[config.mk]
export PLATFORM = sky130hd
export DESIGN_NAME = alu_control_mc
export DESIGN_NICKNAME = d
export VERILOG_FILES = /design/src/rtl/alu_control_mc.sv
export SDC_FILE = /design/constraint.sdc
export NUM_CORES = 1
export LEC_CHECK = 0
export ABC_CLOCK_PERIOD_IN_PS = 1900
export CAP_MARGIN = 20
export CORE_ASPECT_RATIO = 1.25
export CORE_UTILIZATION = 30
export CTS_CLUSTER_SIZE = 8
export DETAILED_ROUTE_END_ITERATION = 7
export DONT_BUFFER_PORTS = 1
export PLACE_DENSITY_LB_ADDON = 0.08
export SLEW_MARGIN = 20
export SYNTH_ARGS = -nofsm -noshare
export SYNTH_HDL_FRONTEND = slang
export SYNTH_SLANG_ARGS = --single-unit
[constraint.sdc]
create_clock -name clk -period 1.9 [get_ports clk]
set_input_delay 0.38 -clock clk [delete_from_list [all_inputs] [get_ports clk]]
set_output_delay 0.38 -clock clk [all_outputs]
set_load 0.05 [all_outputs]
[src/rtl/alu_control_mc.sv]
// Registered, handshaked ALU control unit with multi-cycle mult/div sequencing.
// Optional macro ALU_CTRL_SHIFT_EN enables the sll/srl/sra R-type decode.
module alu_control_mc #(
    parameter int MULT_CYCLES = 4,
    parameter int DIV_CYCLES  = 32,
    parameter int CNT_W       = 6
) (
    input  logic       clk,
    input  logic       rst_n,
    input  logic       start,
    input  logic [5:0] func,
    input  logic [2:0] alu_op,
    input  logic       ack,
    input  logic       err_clr,
    output logic       ready,
    output logic       finish,
    output logic [3:0] alu_control,
    output logic       multicycle,
    output logic       md_signed,
    output logic       err_illegal_func_code,
    output logic       err_illegal_alu_op,
    output logic       err_sticky
);

    typedef enum logic [1:0] {IDLE, EXEC, DONE} state_e;

    typedef enum logic [3:0] {
        C_AND  = 4'b0000, C_OR   = 4'b0001, C_ADD  = 4'b0010, C_ADDU = 4'b0011,
        C_XOR  = 4'b0100, C_NOR  = 4'b0101, C_SUB  = 4'b0110, C_SLT  = 4'b0111,
        C_SUBU = 4'b1000, C_SLTU = 4'b1001, C_LUI  = 4'b1010, C_SLL  = 4'b1011,
        C_SRL  = 4'b1100, C_SRA  = 4'b1101, C_MULT = 4'b1110, C_DIV  = 4'b1111
    } ctrl_e;

    localparam logic [CNT_W-1:0] MULT_LOAD = CNT_W'(MULT_CYCLES - 1);
    localparam logic [CNT_W-1:0] DIV_LOAD  = CNT_W'(DIV_CYCLES - 1);

    state_e           state_q, state_d;
    logic [CNT_W-1:0] cnt_q, cnt_d;
    ctrl_e            ctrl_q, ctrl_d;
    logic             multi_q, multi_d;
    logic             sgn_q, sgn_d;
    logic             err_func_q, err_func_d;
    logic             err_op_q, err_op_d;
    logic             sticky_q, sticky_d;

    ctrl_e dec_ctrl;
    logic  dec_multi, dec_is_mult, dec_signed, dec_err_func, dec_err_op;
    logic  accept;

    // NOTE: every signal written in always_comb gets a default first, so no path can infer a latch.
    always_comb begin
        dec_ctrl     = C_AND;
        dec_multi    = 1'b0;
        dec_is_mult  = 1'b0;
        dec_signed   = 1'b0;
        dec_err_func = 1'b0;
        dec_err_op   = 1'b0;
        case (alu_op)
            3'b000: dec_ctrl = C_ADD;
            3'b001: dec_ctrl = C_SUB;
            3'b011: dec_ctrl = C_AND;
            3'b100: dec_ctrl = C_OR;
            3'b101: dec_ctrl = C_SLT;
            3'b110: dec_ctrl = C_LUI;
            3'b111: dec_err_op = 1'b1;
            default: begin
                case (func)
                    6'b100000: dec_ctrl = C_ADD;
                    6'b100001: dec_ctrl = C_ADDU;
                    6'b100010: dec_ctrl = C_SUB;
                    6'b100011: dec_ctrl = C_SUBU;
                    6'b100100: dec_ctrl = C_AND;
                    6'b100101: dec_ctrl = C_OR;
                    6'b100110: dec_ctrl = C_XOR;
                    6'b100111: dec_ctrl = C_NOR;
                    6'b101010: dec_ctrl = C_SLT;
                    6'b101011: dec_ctrl = C_SLTU;
                    6'b011000, 6'b011001: begin
                        dec_ctrl    = C_MULT;
                        dec_multi   = 1'b1;
                        dec_is_mult = 1'b1;
                        dec_signed  = ~func[0];
                    end
                    6'b011010, 6'b011011: begin
                        dec_ctrl   = C_DIV;
                        dec_multi  = 1'b1;
                        dec_signed = ~func[0];
                    end
`ifdef ALU_CTRL_SHIFT_EN
                    6'b000000: dec_ctrl = C_SLL;
                    6'b000010: dec_ctrl = C_SRL;
                    6'b000011: dec_ctrl = C_SRA;
`endif
                    default: dec_err_func = 1'b1;
                endcase
            end
        endcase
    end

    assign ready  = (state_q == IDLE) || (state_q == DONE && ack);
    assign finish = (state_q == DONE);
    assign accept = start && ready;

    always_comb begin
        state_d    = state_q;
        cnt_d      = cnt_q;
        ctrl_d     = ctrl_q;
        multi_d    = multi_q;
        sgn_d      = sgn_q;
        err_func_d = err_func_q;
        err_op_d   = err_op_q;
        sticky_d   = sticky_q;
        case (state_q)
            IDLE: ;
            EXEC: begin
                if (cnt_q == '0) state_d = DONE;
                else             cnt_d   = cnt_q - 1'b1;
            end
            DONE:    if (ack) state_d = IDLE;
            default: state_d = IDLE;
        endcase
        // A new accept overrides the DONE->IDLE move, giving back-to-back issue.
        if (accept) begin
            ctrl_d     = dec_ctrl;
            multi_d    = dec_multi;
            sgn_d      = dec_signed;
            err_func_d = dec_err_func;
            err_op_d   = dec_err_op;
            if (dec_multi) begin
                state_d = EXEC;
                cnt_d   = dec_is_mult ? MULT_LOAD : DIV_LOAD;
            end else begin
                state_d = DONE;
            end
        end
        if (err_clr) sticky_d = 1'b0;
        if (accept && (dec_err_func || dec_err_op)) sticky_d = 1'b1;
    end

    // NOTE: sequential state uses non-blocking assignments so every register samples pre-edge values.
    always_ff @(posedge clk) begin
        if (!rst_n) begin
            state_q    <= IDLE;
            cnt_q      <= '0;
            ctrl_q     <= C_AND;
            multi_q    <= 1'b0;
            sgn_q      <= 1'b0;
            err_func_q <= 1'b0;
            err_op_q   <= 1'b0;
            sticky_q   <= 1'b0;
        end else begin
            state_q    <= state_d;
            cnt_q      <= cnt_d;
            ctrl_q     <= ctrl_d;
            multi_q    <= multi_d;
            sgn_q      <= sgn_d;
            err_func_q <= err_func_d;
            err_op_q   <= err_op_d;
            sticky_q   <= sticky_d;
        end
    end

    assign alu_control           = ctrl_q;
    assign multicycle            = multi_q;
    assign md_signed             = sgn_q;
    assign err_illegal_func_code = err_func_q;
    assign err_illegal_alu_op    = err_op_q;
    assign err_sticky            = sticky_q;

endmodule

==> flow_metrics.py <==
metrics = {
    "run_status": {
        "status": "finished clean",
    },
    "pwr": {
        "ir_drop_mv": 0.336,
        "p_leak_uw": 0.000372,
        "powerDensity_nw_per_um2": 645,
        "p_total_uw": 670,
    },
    "drt": {
        "totalWireLength_mm": 2.13,
        "routedWlPerCell_um": 14.0,
        "postRouteAntennaNets": 0,
        "drtPass1Iterations": 4,
        "vias": 798,
        "drcViolationCount": 0,
        "viasPerCell": 5.25,
        "drtIter0Drc": 14,
    },
    "clocking": {
        "clock_path_buffers": 2,
        "path_clk_slew_ps": 110,
        "cts_tree": "yes",
        "h-tree-depth": 1,
        "cts_root_buf": "clkbuf_4",
        "postCtsSetupBuffers": 0,
        "clk_latency_ps": 290,
        "numCtsBuffers": 3,
        "cts_sinks": 17,
    },
    "timing": {
        "worstMarginPinSlew_ps": 518,
        "timing.setup.tns_ps": 0,
        "clock_skew_ps": 6.34,
        "finalHoldViolCount": 0,
        "rsz0062_at_grt": "no",
        "drv_slew": 0,
        "period_share": 0.939,
        "min_period_ps": 1780,
        "fmax_mhz": 561,
        "maxSlewHeadroom": 0.654,
        "setup_violations": 0,
    },
    "synth": {
        "ys_types": 40,
        "yosysTopAreaCell": "dfxtp_1",
        "synth.avg_cell_area_um2": 8.55,
        "ys_seq_area_frac": 0.365,
        "syn_inst": 109,
        "netlist_area_um2": 932,
        "syn_nets": 125,
        "synth_area_leaders": "dfxtp_1 (37%), a21oi_1 (5.4%), o21ai_0 (4.8%)",
        "yosys_warnings": 0,
        "ys_ff_latch": 17,
        "synth_top_area_frac": 0.365,
    },
    "grt": {
        "grt_overflow": 0,
        "grt_usage": 0.150,
        "grt_pass1_vias": 826,
        "antenna_found_initial": 0,
        "grt_max_degree": 11,
        "grt_first_pass_wirelength_mm": 3.74,
    },
    "worst_hold_path": {
        "holdPathStages": 2,
        "min_from": "rst_n",
        "hp-class": "in -> reg",
        "holdPathEnd": "alu_control[2]",
    },
    "floorplan": {
        "chipHeight_um": 64.3,
        "fp.coreArea_um2": 2950,
        "num_rows": 22,
        "io_pins": 25,
        "die_x_um": 51.9,
        "dieArea_um2": 3340,
        "start_util": 0.316,
    },
    "setup_path": {
        "reg2regPathDepth": 6,
        "cpPeakStageDelay_ps": 490,
        "worst-setup-path-type": "reg -> reg",
        "cp_slowest_cell": "or4b_4",
        "end_kind": "flip-flop",
        "worst_r2r_endpoint": "cnt_q[1]",
        "cp_cell_sequence": "inv_1, ha_1, or4b_4, o21ai_4, mux2_1, a21oi_1",
        "startpoint_type": "flip-flop",
        "reg2reg_from": "cnt_q[0]",
        "rrSetupSlack_ps": 120,
        "crit_family": "simple AND/OR/NAND/NOR gates",
        "crit_buf_inv": 1,
        "crit_required_ps": 2130,
        "cp.arrival_ps": 2010,
        "crit_fanout": 3,
    },
    "layout": {
        "drive_gt1_frac": 0.138,
        "syn_to_final_growth_pct": 11.4,
        "fillers": 317,
        "num_antenna_cells": 0,
        "fin_nets": 133,
    },
    "place": {
        "io_buffers": 0,
        "dpl.hpwl_mm": 1.70,
        "globalplace.congestion": 0.683,
    },
    "run": {
        "cap_viol_max_count": 0,
    },
}
-- where the power goes --
part / switching, µW / internal (µW)
clock: 119 / 78.4
sequential: 33.1 / 366
combinational: 41.0 / 32.5
-- sequential cells by signal, indices dropped and copies added (netlist names) --
| name | count |
|---|---|
| err_sticky | 1 |
| state_q | 2 |
| cnt_q | 6 |
| md_signed | 1 |
| err_illegal_alu_op | 1 |
| alu_control | 4 |
| multicycle | 1 |
| err_illegal_func_code | 1 |
-- Yosys cell counts --
cell	instances
nand4b_1	1
or3_1	2
clkbuf_1	1
dfxtp_1	17
nand3_1	2
nand2b_1	5
and3_1	2
or2_2	1
o21ai_2	1
or2_1	1
inv_1	5
o311ai_2	1
and4bb_2	1
a2111oi_0	1
xor2_1	2
o21ai_0	9
mux2i_1	1
nor3b_2	1
mux2_2	1
a221oi_2	1
a21oi_1	10
nor2b_1	5
and4b_1	1
nand4_1	1
clkinv_1	1
o2111ai_1	1
a31oi_1	3
and2_1	1
nand2_1	12
o21a_1	1
mux2_1	1
nor2_1	4
nor3_1	1
ha_1	2
nand3b_1	1
or4b_4	1
nor4_1	1
or4b_1	1
nor3b_1	1
xnor2_1	4
-- placed cells by master (no fill, tap or decap), drive strengths merged, types with 4 or more instances in the layout --
cell type / n
dfxtp: 17
nand2: 12
a21oi: 10
o21ai: 10
inv: 5
nand2b: 5
nor2b: 5
xnor2: 4
nor2: 4
buf: 4
-- worst max-delay path by stage --
stage	from	end	cells past startpoint	slack [ps]
2_1_floorplan	ack	ready	2	230
3_3_place_gp	cnt_q[0]	cnt_q[1]	6	180
3_5_place_dp	cnt_q[0]	cnt_q[1]	6	90
4_1_cts	cnt_q[0]	cnt_q[1]	6	80
5_1_grt	cnt_q[0]	cnt_q[1]	6	2
6_report	cnt_q[0]	cnt_q[1]	6	120
-- cell families after synthesis --
family	after synthesis	synth area share
and+or+nand+nor	46	0.297
AOI/OAI and AO/OA	28	0.192
DFF	17	0.365
buffers and inverters	7	0.0282
xor gates and xnor gates	6	0.0564
muxes	3	0.0349
adders and majority gates	2	0.0268
-- stage by stage --
step | util | area, µm² | std cells | setup WS, ps | hold WS, ps
floorplan | - | 932 | 109 | 226 | 486
global placement | 0.341 | 1000 | 148 | 176 | 524
detailed placement | 0.341 | 1000 | 148 | 94.3 | 515
CTS | 0.350 | 1030 | 152 | 75.1 | 199
global route | 0.353 | 1040 | 152 | 2.36 | 198
finish | 0.353 | 1040 | 152 | 116 | 211
-- layer usage --
| layer | GRT usage | routed length (µm) |
|---|---|---|
| met5 | 0 | 0 |
| met4 | 0.0608 | 32 |
| met3 | 0.0405 | 90 |
| met2 | 0.258 | 1100 |
| met1 | 0.170 | 903 |
-- cell type report --
cell class	instances	area [µm²]	area share
timing repair buffer	4	30.0	0.0289
tap	36	45.0	0.0434
clock buffer	3	22.5	0.0217
clock inverter	1	5.00	0.00482
inverter	6	22.5	0.0217
sequential	17	340	0.328
multi-input combinational	85	573	0.552
-- what timing repair did --
item | CTS | global route
resized for setup | 0 | 1
setup endpoints to repair | 0 | 1
hold buffers | 0 | 0
No activity file was read; power rests on OpenSTA's default activity.
==> edit 1 (same flow settings) <==
Encoding of `state_e`: now one-hot (3 bits for 3 states).
--- a/src/rtl/alu_control_mc.sv
+++ b/src/rtl/alu_control_mc.sv
@@ -22,7 +22,7 @@
     output logic       err_sticky
 );
 
-    typedef enum logic [1:0] {IDLE, EXEC, DONE} state_e;
+    typedef enum logic [2:0] {IDLE = 3'b001, EXEC = 3'b010, DONE = 3'b100} state_e;
 
     typedef enum logic [3:0] {
         C_AND  = 4'b0000, C_OR   = 4'b0001, C_ADD  = 4'b0010, C_ADDU = 4'b0011,
Formal check against the unedited RTL: same outputs for any inputs over 10 cycles, from zero or initial values and one cycle with rst_n low; not proved beyond that.
==> edit 1 against the unedited design <==
- worst hold slack worse by 0.026 ns
- routed wire length up 19%
- setup slack better by 0.12 ns
- area after synthesis up 19%
- final area up 18%
- first-iteration DRC count up 7.1%
- count of clock-buffer cells in the layout up 1
- power up 26%
- sequential cell count up 1
==> edit 1: results <==
set metrics [dict create \
    run_status "finished clean" \
    drtIter0Drc 15 \
    final-instance-count-excl-fill 167 \
    synthTopCellsByCount "18 x dfxtp_1, 9 x nand2_1, 7 x nand2b_1" \
    cts_root_buf "clkbuf_8" \
    cts_setup_buffers 0 \
    pre_cts_ws_ns 0.304 \
    async_flop_share_pct 0 \
    cts-resized-gates 0 \
    holdPathEnd "state_q[0]" \
    antenna_found_initial 0 \
    ir_drop_uv 275 \
    synth_area_leaders "dfxtp_1 32%, a21boi_1 4.0%, nand2b_1 3.9%, nor2b_1 3.4%, xnor2_1 3.1%" \
    clkLatencyLatePin_ns 0.26 \
    nets 145 \
    cts_buffers 3 \
    yosysUniqueCellTypes 46 \
    grt_max_degree 19 \
    leakagePower_nw 0.430 \
    place_inst 163 \
    grt_first_pass_wirelength_um 4260 \
    switchingPower_w 0.000226 \
    track_usage_pct 13.7 \
    fillers 362 \
    dpl.hpwl_um 1900 \
    reg2reg_from "state_q[1]" \
    synth_warnings 0 \
    h-tree-depth 1 \
    maxSlewHeadroom_pct 64.7 \
    r2r-end "cnt_q[1]" \
    p_seq_share_pct 50.8 \
    wire_per_inst_um 15.2 \
    synth_nets 141 \
    finalClockSkew_ns 0.000587 \
    ys_seq_area_share_pct 32.4 \
    reg2reg_depth 4 \
    gp_congestion 0.754 \
    route.vias.total 914 \
    first_pass_iters 4 \
    first_global_vias 892 \
    drive_above_1_share_pct 13.3 \
    cp.arrival_ns 1.28 \
    hold_start "rst_n" \
    hold_path_depth 1 \
    path_max_fanout 9 \
    regToRegSetupSlack_ns 0.28 \
    pg_comb_w 0.0000945 \
    clock_path_buffers 2 \
    synth_cells 125 \
    clk_pin_slew_worst_paths_ns 0.07 \
]
## edit 1: cell types whose count changed after synthesis, moves of 3 or more
cell      change
nor3b_1       +3
o21ai_1       +4
a21boi_1      +6
a21oi_1       -4
nand2_1       -3
o21ai_0       -3
## edit 1: worst max-delay path, stage by stage, from the launching register on
cell      delay [ns]
dfxtp_1         0.47
nand3b_1        0.17
a21oi_1         0.17
buf_4           0.21
## edit 1: metrics by stage
stage	hold slack [ns]	instance area (µm²)	total power, W
4_1_cts	0.182	1220	0.000853
5_1_grt	0.179	1220	0.000883
3_5_place_dp	0.452	1170	0.000532
2_1_floorplan	0.493	1120	0.000518
3_3_place_gp	0.447	1170	0.000531
6_report	0.186	1220	0.000842
## edit 1: layer usage
layer  up-vias  track usage, %  part of all wire, %
met5         -               0                    0
met4         0            6.78                  1.9
met3         5            4.26                  4.3
met2        22            22.2                   51
met1       427            16.0                   43
li1        460               -                    -
## edit 1: how the worst max path moves through the flow
stage,start,end,slack [ns],cells after the start
after floorplan,state_q[0],ready,0.17,2
after global placement,state_q[1],cnt_q[1],0.33,4
after detailed placement,state_q[1],cnt_q[1],0.30,4
after CTS,state_q[2],ready,0.26,3
after global routing,state_q[2],ready,0.12,3
final,state_q[2],ready,0.24,3
## edit 1: kinds of logic (layout without fill, tap and decap cells)
family	after synthesis	count (layout)	share of synthesized area (%)
buffers and inverters	6	9	2.36
multiplexers	3	3	2.81
XOR/XNOR	6	6	4.72
adder cells (fa/ha/maj)	2	2	2.25
AO/OA/AOI/OAI	37	37	24.0
AND/OR/NAND/NOR	53	53	31.5
flip-flops	18	18	32.4
## edit 1: final cells by class
class	instances	share of cell area [%]
Timing Repair Buffer	2	1.23
Tap cell	39	4.00
Multi-Input combinational cell	101	59.8
Inverter	3	0.922
Sequential cell	18	29.5
Clock buffer	4	4.51
==> edit 2 (config.mk and constraints unchanged) <==
Made on the original files. The option `ALU_CTRL_SHIFT_EN` is turned on by a define.
--- a/src/rtl/alu_control_mc.sv
+++ b/src/rtl/alu_control_mc.sv
@@ -1,5 +1,7 @@
 // Registered, handshaked ALU control unit with multi-cycle mult/div sequencing.
 // Optional macro ALU_CTRL_SHIFT_EN enables the sll/srl/sra R-type decode.
+`define ALU_CTRL_SHIFT_EN
+
 module alu_control_mc #(
     parameter int MULT_CYCLES = 4,
     parameter int DIV_CYCLES  = 32,
Function: changed (a bounded check fails within 4 cycles, from zero or initial values and one cycle with rst_n low).
==> edit 2 against the unedited design <==
- setup slack improved by 0.17 ns
- register-to-register slack improved by 0.31 ns
- critical path type is now flop to output port
- routed wire length is 25% higher
- power is 14% higher
- final area increased by 15%
- utilization shrank 1.6 points
- non-clock buffer count down 2
- sequential cell count did not move
- global-route usage shrank 0.54 points
- area after synthesis is 21% higher
==> edit 2: results <==
set metrics [dict create \
    run_status "finished clean" \
    grtUsageMet1_pct 17.9 \
    dr_wl_met3_um 98 \
    fillers 399 \
    drive_above_1_share_pct 11.0 \
    finalClockSkew_ns 0.00603 \
    clkLatencyLatePin_ns 0.25 \
    tightest_slew_ns 0.537 \
    dpl.hpwl_um 2050 \
    drtIter0Drc 15 \
    yosysUniqueCellTypes 54 \
    ys_seq_area_share_pct 30.2 \
    leakagePower_nw 0.428 \
    path_max_fanout 6 \
    grt.met2_usage_pct 24.7 \
    synth_area_leaders "dfxtp_1 30%, nor2b_1 4.4%, xnor2_1 3.1%, o41ai_2 2.9%, mux2i_1 2.7%" \
    cp_slowest_cell "dfxtp_1" \
    synthTopCellsByCount "17 x dfxtp_1, 8 x nand2_1, 8 x nor2b_1" \
    switchingPower_w 0.000206 \
    wl_met2_um 1380 \
    m1WireLength_um 1150 \
    cts_root_buf "clkbuf_8" \
    track_usage_pct 14.5 \
    first_global_vias 948 \
    grt_max_degree 18 \
    clk_pin_slew_worst_paths_ns 0.07 \
    use_met3_pct 3.29 \
    gp_congestion 0.832 \
    path_delay_family "flip-flops" \
    synth_nets 144 \
    cp.arrival_ns 1.24 \
    routed_via_density 5.77 \
]
==> edit 2: cell count changes in the layout (fill, tap and decap cells not counted), moves of 3 or more <==
cell,unedited run,this run
clkbuf_4,3,0
o21ai_0,9,6
nor2b_1,5,8
a21oi_1,10,5
a21boi_0,0,3
clkbuf_8,0,3
nand2_1,12,8
==> edit 2: stage by stage <==
stage | area (µm²) | hold slack [ns] | total power, W | utilization [%] | cells
2_1_floorplan | 1130 | 0.479 | 0.000499 | - | 128
3_3_place_gp | 1150 | 0.488 | 0.000499 | 32.3 | 162
3_5_place_dp | 1150 | 0.486 | 0.000499 | 32.3 | 162
4_1_cts | 1190 | 0.217 | 0.000770 | 33.6 | 166
5_1_grt | 1190 | 0.213 | 0.000797 | 33.6 | 166
6_report | 1190 | 0.216 | 0.000764 | 33.6 | 166
==> edit 2: cells by family (layout without fill, tap and decap cells) <==
kind of cell | after synthesis | after routing | synth area share, %
simple gates | 52 | 52 | 30.7
compound gates | 36 | 36 | 24.3
flops | 17 | 17 | 30.2
buf+inv | 13 | 12 | 6.10
xor+xnor | 5 | 5 | 3.88
mux | 3 | 3 | 2.66
fa+ha+maj | 2 | 2 | 2.22
==> edit 2: final timing paths <==
| kind | endpoint | from | cells past startpoint | slack (ns) |
|---|---|---|---|---|
| min | alu_control[3] | alu_op[0] | 1 | 0.22 |
| min reg2reg | cnt_q[5] | cnt_q[5] | 2 | 0.54 |
| max reg2reg | cnt_q[3] | cnt_q[1] | 6 | 0.43 |
| max | ready | state_q[1] | 3 | 0.28 |
==> edit 2: cell type report <==
class / instances / share of cell area, %
well taps: 39 / 4.10
inverters: 6 / 1.89
repair buffers: 2 / 1.26
clock buffers: 4 / 3.78
flip-flops and latches: 17 / 28.6
multi-input cells: 98 / 60.4
